File: src/rtl/fetch_pkg.sv
// Shared types and default widths for the fetch sequencer and its register slices.
package fetch_pkg;

  localparam int DEF_DATA_W     = 8;
  localparam int DEF_OPC_W      = 3;
  localparam int DEF_ADDR_W     = 8;
  localparam int DEF_OPND_SHIFT = 3;

  typedef enum logic [2:0] {
    IDLE   = 3'd0,
    FETCH  = 3'd1,
    DECODE = 3'd2,
    OPER   = 3'd3,
    EXEC   = 3'd4
  } state_e;

endpackage

File: src/rtl/fetch_sequencer_param_register.sv
// Width-parametrised load-enable register with asynchronous active-low clear to RST_VAL.
module param_register #(
  parameter int             W       = 8,
  parameter logic [W-1:0]   RST_VAL = '0
) (
  input  logic         clk,
  input  logic         rst_n,
  input  logic         load,
  input  logic [W-1:0] d,
  output logic [W-1:0] q
);

  always_ff @(posedge clk or negedge rst_n) begin
    if (!rst_n) begin
      q <= RST_VAL;
    end else if (load) begin
      q <= d;
    end
  end

endmodule

File: src/rtl/fetch_sequencer.sv
// Fetch/operand/execute sequencer: owns PC, MAR, IR, MDR, store data, branch latch and show
// register, and runs a req/ready memory handshake plus an exec_req/exec_done execute handshake.
module fetch_sequencer
  import fetch_pkg::*;
#(
  parameter int                DATA_W     = DEF_DATA_W,
  parameter int                OPC_W      = DEF_OPC_W,
  parameter int                ADDR_W     = DEF_ADDR_W,
  parameter int                OPND_SHIFT = DEF_OPND_SHIFT,
  parameter logic [ADDR_W-1:0] RESET_PC   = '0
) (
  input  logic              clk,
  input  logic              reset_n,
  input  logic              start,
  input  logic              halt,
  output logic              mem_req,
  output logic              mem_we,
  output logic [ADDR_W-1:0] mem_addr,
  output logic [DATA_W-1:0] mem_wdata,
  input  logic [DATA_W-1:0] mem_rdata,
  input  logic              mem_ready,
  output logic [OPC_W-1:0]  opcode,
  output logic [DATA_W-1:0] operand,
  output logic [DATA_W-1:0] mdr_out,
  output logic [ADDR_W-1:0] pc_out,
  input  logic              need_mem,
  input  logic              is_store,
  input  logic [DATA_W-1:0] a_data,
  output logic              exec_req,
  input  logic              exec_done,
  input  logic              branch_take,
  input  logic [ADDR_W-1:0] branch_target,
  input  logic              show_load,
  output logic [DATA_W-1:0] show_out,
  output logic              status,
  output logic              busy
);

  localparam int OPND_W = DATA_W - OPC_W;

  state_e state_q, state_d;

  logic [ADDR_W-1:0] pc_q, pc_d, mar_q, mar_d, blatch_q, eff_pc, opnd_addr;
  logic [DATA_W-1:0] ir_q, mdr_q, show_q, wdata_q;
  logic              pc_ld, mar_ld, ir_ld, mdr_ld, show_ld, br_ld, wdata_ld;
  logic              we_q, we_d;
  logic              taken_q, taken_d;

  // A taken branch is held in the branch latch and becomes the PC lazily; the stored PC
  // is only rewritten on the next fetch completion.
  assign eff_pc = taken_q ? blatch_q : pc_q;

  assign operand = {{OPC_W{1'b0}}, ir_q[OPND_W-1:0]};

  genvar gi;
  generate
    for (gi = 0; gi < ADDR_W; gi++) begin : g_opnd_addr
      if ((gi >= OPND_SHIFT) && ((gi - OPND_SHIFT) < DATA_W)) begin : g_bit
        assign opnd_addr[gi] = operand[gi-OPND_SHIFT];
      end else begin : g_zero
        assign opnd_addr[gi] = 1'b0;
      end
    end
  endgenerate

  param_register #(.W(ADDR_W), .RST_VAL(RESET_PC)) u_pc (
    .clk(clk), .rst_n(reset_n), .load(pc_ld), .d(pc_d), .q(pc_q)
  );
  param_register #(.W(ADDR_W)) u_mar (
    .clk(clk), .rst_n(reset_n), .load(mar_ld), .d(mar_d), .q(mar_q)
  );
  param_register #(.W(DATA_W)) u_ir (
    .clk(clk), .rst_n(reset_n), .load(ir_ld), .d(mem_rdata), .q(ir_q)
  );
  param_register #(.W(DATA_W)) u_mdr (
    .clk(clk), .rst_n(reset_n), .load(mdr_ld), .d(mem_rdata), .q(mdr_q)
  );
  param_register #(.W(DATA_W)) u_show (
    .clk(clk), .rst_n(reset_n), .load(show_ld), .d(mdr_q), .q(show_q)
  );
  param_register #(.W(ADDR_W)) u_blatch (
    .clk(clk), .rst_n(reset_n), .load(br_ld), .d(branch_target), .q(blatch_q)
  );
  param_register #(.W(DATA_W)) u_wdata (
    .clk(clk), .rst_n(reset_n), .load(wdata_ld), .d(a_data), .q(wdata_q)
  );

  always_ff @(posedge clk or negedge reset_n) begin
    if (!reset_n) begin
      state_q <= IDLE;
      we_q    <= 1'b0;
      taken_q <= 1'b0;
    end else begin
      state_q <= state_d;
      we_q    <= we_d;
      taken_q <= taken_d;
    end
  end

  always_comb begin
    state_d  = state_q;
    we_d     = we_q;
    taken_d  = taken_q;
    pc_d     = eff_pc + ADDR_W'(1);
    mar_d    = eff_pc;
    pc_ld    = 1'b0;
    mar_ld   = 1'b0;
    ir_ld    = 1'b0;
    mdr_ld   = 1'b0;
    show_ld  = 1'b0;
    br_ld    = 1'b0;
    wdata_ld = 1'b0;

    case (state_q)
      IDLE: begin
        if (start) begin
          mar_ld  = 1'b1;
          state_d = FETCH;
        end
      end

      FETCH: begin
        if (mem_ready) begin
          ir_ld   = 1'b1;
          pc_ld   = 1'b1;
          taken_d = 1'b0;
          state_d = DECODE;
        end
      end

      DECODE: begin
        wdata_ld = 1'b1;
        if (need_mem) begin
          mar_d   = opnd_addr;
          mar_ld  = 1'b1;
          we_d    = is_store;
          state_d = OPER;
        end else begin
          state_d = EXEC;
        end
      end

      OPER: begin
        if (mem_ready) begin
          mdr_ld  = ~we_q;
          we_d    = 1'b0;
          state_d = EXEC;
        end
      end

      EXEC: begin
        if (exec_done) begin
          br_ld   = 1'b1;
          taken_d = branch_take;
          show_ld = show_load;
          if (halt) begin
            state_d = IDLE;
          end else begin
            mar_d   = branch_take ? branch_target : eff_pc;
            mar_ld  = 1'b1;
            state_d = FETCH;
          end
        end
      end

      default: begin
        state_d = IDLE;
        we_d    = 1'b0;
      end
    endcase
  end

  assign mem_req   = (state_q == FETCH) || (state_q == OPER);
  assign mem_we    = we_q;
  assign mem_addr  = mar_q;
  assign mem_wdata = wdata_q;
  assign exec_req  = (state_q == EXEC);
  assign busy      = (state_q != IDLE);
  assign opcode    = ir_q[DATA_W-1 -: OPC_W];
  assign status    = (|opcode) | ~ir_q[0];
  assign mdr_out   = mdr_q;
  assign show_out  = show_q;
  assign pc_out    = eff_pc;

endmodule

File: config.mk
export PLATFORM = sky130hd
export DESIGN_NAME = fetch_sequencer
export DESIGN_NICKNAME = d
export VERILOG_FILES = /design/src/rtl/fetch_pkg.sv /design/src/rtl/fetch_sequencer_param_register.sv /design/src/rtl/fetch_sequencer.sv
export SDC_FILE = /design/constraint.sdc
export NUM_CORES = 1
export LEC_CHECK = 0
export CAP_MARGIN = 25
export CORE_AREA = 4 4 84 86
export DETAILED_ROUTE_END_ITERATION = 10
export DIE_AREA = 0 0 88 90
export MAX_ROUTING_LAYER = met4
export PLACE_DENSITY = 0.87
export SLEW_MARGIN = 15
export SYNTH_ARGS = -nofsm -noshare
export SYNTH_HDL_FRONTEND = slang
export SYNTH_SLANG_ARGS = --single-unit
File: constraint.sdc
create_clock -name clk -period 2.2 [get_ports clk]
set_input_delay 0.44 -clock clk [delete_from_list [all_inputs] [get_ports clk]]
set_output_delay 0.44 -clock clk [all_outputs]
set_load 0.01 [all_outputs]
==> impl_metrics.csv <==
group,metric,value,unit
status,run_status,"finished, final reports clean",
power_and_ir_drop,total_power,6450,µW
logic_synthesis,netlist_top_cells_area,"sky130_fd_sc_hd__dfrtp_1 53%, sky130_fd_sc_hd__mux2_2 13%, sky130_fd_sc_hd__nand2_1 5.3%",
flow_run,drv.max_cap_violation_count,0,
min_path,timing.hold.worst.class,"reg2reg",
logic_synthesis,post_synth_num_cell_types,49,
clock_tree,cts_max_path_buffers,2,
drt,initialDrtViolationCount,156,
timing,worst_clock_skew,0.0105,ns
floorplan,rows,29,
logic_synthesis,main_combinational_cell_family_by_area_after_synthesis,"multiplexers",
setup_path,cp.arrival,1.73,ns
power_and_ir_drop,vdd_ir_drop_max,0.883,mV
drt,drt_drc_violations_left,0,
global_route,first_global_vias,2366,
drt,detailroute.via_count,2276,
drt,wirelength,7300,µm
logic_synthesis,synthCells,247,
logic_synthesis,synth-xor-area-share,1.52,%
placement,place.detailed.hpwl,5420,µm
global_route,grt-ovfl-total,0,
power_and_ir_drop,pwr-share-clk,20.8,%
drt,drt_pass_1_iters,4,
drt,antenna_left,0,
logic_synthesis,synth.largest_area_cell,"sky130_fd_sc_hd__dfrtp_1",
timing,post-route-period-util,98.5,%
setup_path,r2r_setup_slack,0.38,ns
logic_synthesis,synth-async-reset-ratio,100,%
global_route,grt_pass1_wl,11800,µm
final_layout,fill_cells,471,
final_layout,layout_net_count,386,
setup_path,timing.critical_path.fanout_max,7,
drt,post_drt_via_cell_ratio,5.26,
global_route,grtUsageTotal,19.6,%
final_layout,final_layout_size_suffix_gt1_share,25.6,%
power_and_ir_drop,cell_internal_pwr,4270,µW
timing,setup_viol,0,
logic_synthesis,synth_warnings,0,
timing,hold_viol,0,
power_and_ir_drop,psw,2180,µW
clock_tree,cts.clk_slew.worst_paths,0.07,ns
final_layout,layout-area-overhead-vs-synth,47.1,%
setup_path,crit_type,"reg2out",
logic_synthesis,synth_top_cell_area_share,52.9,%
clock_tree,tritoncts,"done",
logic_synthesis,yosysSeqAreaShare,52.9,%
power_and_ir_drop,swShare,33.8,%
power_and_ir_drop,p_seq_share,33.6,%
min_path,worst_hold_startpoint,"u_pc.q[7]$_DFFE_PN0P_",
logic_synthesis,ys_ff_latch,61,
floorplan,ios,90,
logic_synthesis,synth_edf_count,0,
clock_tree,clock_sinks,61,
power_and_ir_drop,power_per_cell_area,1520,nW/µm²
timing,post-route-min-period,2.17,ns
power_and_ir_drop,power_leakage,0.00192,µW
timing,totalNegativeSetupSlack,0,ns
logic_synthesis,synthSimpleGateAreaFrac,14.0,%
global_route,grt_max_degree,31,
floorplan,die_height,90,µm
floorplan,dieWidth,88,µm
global_route,grt_antenna_before_repair,0,
setup_path,r2r_start,"taken_q$_DFFE_PN0P_",
timing,slew_viol_final,0,
drt,wl_per_cell,16.8,µm
logic_synthesis,muxShareOfSynthArea,16.5,%
placement,numPortBuffers,86,
final_layout,finish.utilization,67.7,%
final_layout,insertedDiodeCount,0,
clock_tree,cts_root_buffer,"sky130_fd_sc_hd__clkbuf_8",
clock_tree,htreeDepth,3,
setup_path,worstSetupEndpointType,"output port",
timing,maxClockFrequency,461,MHz
power_and_ir_drop,p_comb_share,45.6,%
setup_path,critPathRequiredTime,1.76,ns
logic_synthesis,compound_gate_fraction_of_synth_area,9.49,%
placement,finalWeightedCongestion,0.818,
floorplan,dieArea,7920,µm²
clock_tree,insertion_delay,0.34,ns
setup_path,timing.critical_path.from,"taken_q$_DFFE_PN0P_",
logic_synthesis,syn_area,2890,µm²
logic_synthesis,synth-adder-area-share,0.433,%
logic_synthesis,most_used_flip_flop_cell_after_synthesis,"sky130_fd_sc_hd__dfrtp_1",
setup_path,start_kind,"register",
logic_synthesis,post_synth.cell_area_avg,11.7,µm²
floorplan,placeableCoreArea,6280,µm²
floorplan,initial_core_util,46.0,%
clock_tree,numCtsBuffers,9,
[power by group through the flow]
stage,Clock [µW],Combinational [µW],Sequential (µW)
3_3_place_gp,0,2790,2130
6_report,1340,2950,2170
4_1_cts,1360,2890,2170
2_1_floorplan,0,1400,2170
3_5_place_dp,0,2860,2170
5_1_grt,1420,3180,2240
[per-stage QoR]
step,instance area (µm²),setup slack (ns),hold WS [ns],cells
2_1_floorplan,2900,0.404,0.144,249
3_3_place_gp,3880,0.152,0.357,413
3_5_place_dp,3880,0.126,0.361,413
4_1_cts,4170,-0.0872,0.487,431
5_1_grt,4250,-0.00310,0.509,433
6_report,4250,0.0327,0.488,433
[cells by family (layout without fill, tap and decap cells)]
group,count (synthesis),after routing
AO/OA/AOI/OAI,37,37
XOR/XNOR,5,5
adder cells (fa/ha/maj),1,1
buffers and inverters,23,130
flip-flops,61,61
multiplexers,43,43
other,1,3
AND/OR/NAND/NOR,76,76
[final timing paths]
kind | to | cells past startpoint
min in group asynchronous | u_pc.q[2]$_DFFE_PN0P_ | 2
worst max-delay path | pc_out[0] | 3
max in group asynchronous | u_ir.q[3]$_DFFE_PN0P_ | 3
worst max register to register | u_pc.q[6]$_DFFE_PN0P_ | 7
worst min-delay path | u_pc.q[7]$_DFFE_PN0P_ | 2
worst min register to register | u_pc.q[7]$_DFFE_PN0P_ | 2
[worst max-delay path: stages (launching register included)]
cell	delay, ns
sky130_fd_sc_hd__dfrtp_2	0.38
sky130_fd_sc_hd__buf_12	0.14
sky130_fd_sc_hd__mux2_2	0.38
sky130_fd_sc_hd__clkdlybuf4s50_1	0.49
[metal layers]
metal  global-route usage [%]  vias up  share of wire, %
li1                         -     1077                 -
met1                     24.8     1120                43
met2                     30.7       71                51
met3                     4.75        8               5.0
met4                     6.78        0               1.2
met5                        -        -                 0
[synth_stat cells (all sizes together) (5+ instances only)]
cell type and n:
nor2 9, nand3 7, mux2i 6, nand2 43
buf 14, inv 8, mux2 37, o21a 5
dfrtp 61, o21ai 7, a21oi 5
[cell type report]
cell class / count / area (µm²) / area share [%]
sequential: 61 / 1530 / 36.1
multi-input combinational: 165 / 1260 / 29.6
timing repair buffer: 106 / 1060 / 25.0
clock inverter: 7 / 146 / 3.45
clock buffer: 9 / 124 / 2.92
tap: 77 / 96.3 / 2.27
inverter: 8 / 30.0 / 0.707
[state kept, by name (all words and copies together), names as in the netlist]
name	cells
u_ir.q	8
u_pc.q	8
mem_we	1
u_mar.q	8
taken_q	1
u_show.q	8
u_wdata.q	8
u_blatch.q	8
u_mdr.q	8
state_q	3
[layout by cell type, fill, tap and decap left out, types with 4 or more instances in the layout]
cell type	netlist	routed
sky130_fd_sc_hd__clkdlybuf4s50_1	0	78
sky130_fd_sc_hd__a32oi_1	4	4
sky130_fd_sc_hd__dlymetal6s2s_1	0	6
sky130_fd_sc_hd__nand2_1	41	41
sky130_fd_sc_hd__dfrtp_2	0	4
sky130_fd_sc_hd__xnor2_1	4	4
sky130_fd_sc_hd__a21oi_1	5	5
sky130_fd_sc_hd__clkbuf_8	0	9
sky130_fd_sc_hd__dfrtp_1	61	57
sky130_fd_sc_hd__nand3_1	6	6
sky130_fd_sc_hd__mux2_2	34	34
sky130_fd_sc_hd__o211ai_1	4	4
sky130_fd_sc_hd__bufinv_16	0	4
sky130_fd_sc_hd__o21ai_0	6	6
sky130_fd_sc_hd__inv_1	6	6
sky130_fd_sc_hd__buf_4	6	15
sky130_fd_sc_hd__o21a_1	5	5
sky130_fd_sc_hd__nor2_1	8	8
sky130_fd_sc_hd__a31oi_1	4	4
[timing repair]
action | in CTS | in global routing
hold buffers | 1 | 0
hold endpoints to repair | 11 | 0
resized for setup | 5 | 13
endpoints found under the setup margin | 11 | 9
setup buffers | 1 | 2
Power figures use the tool's default switching activity.
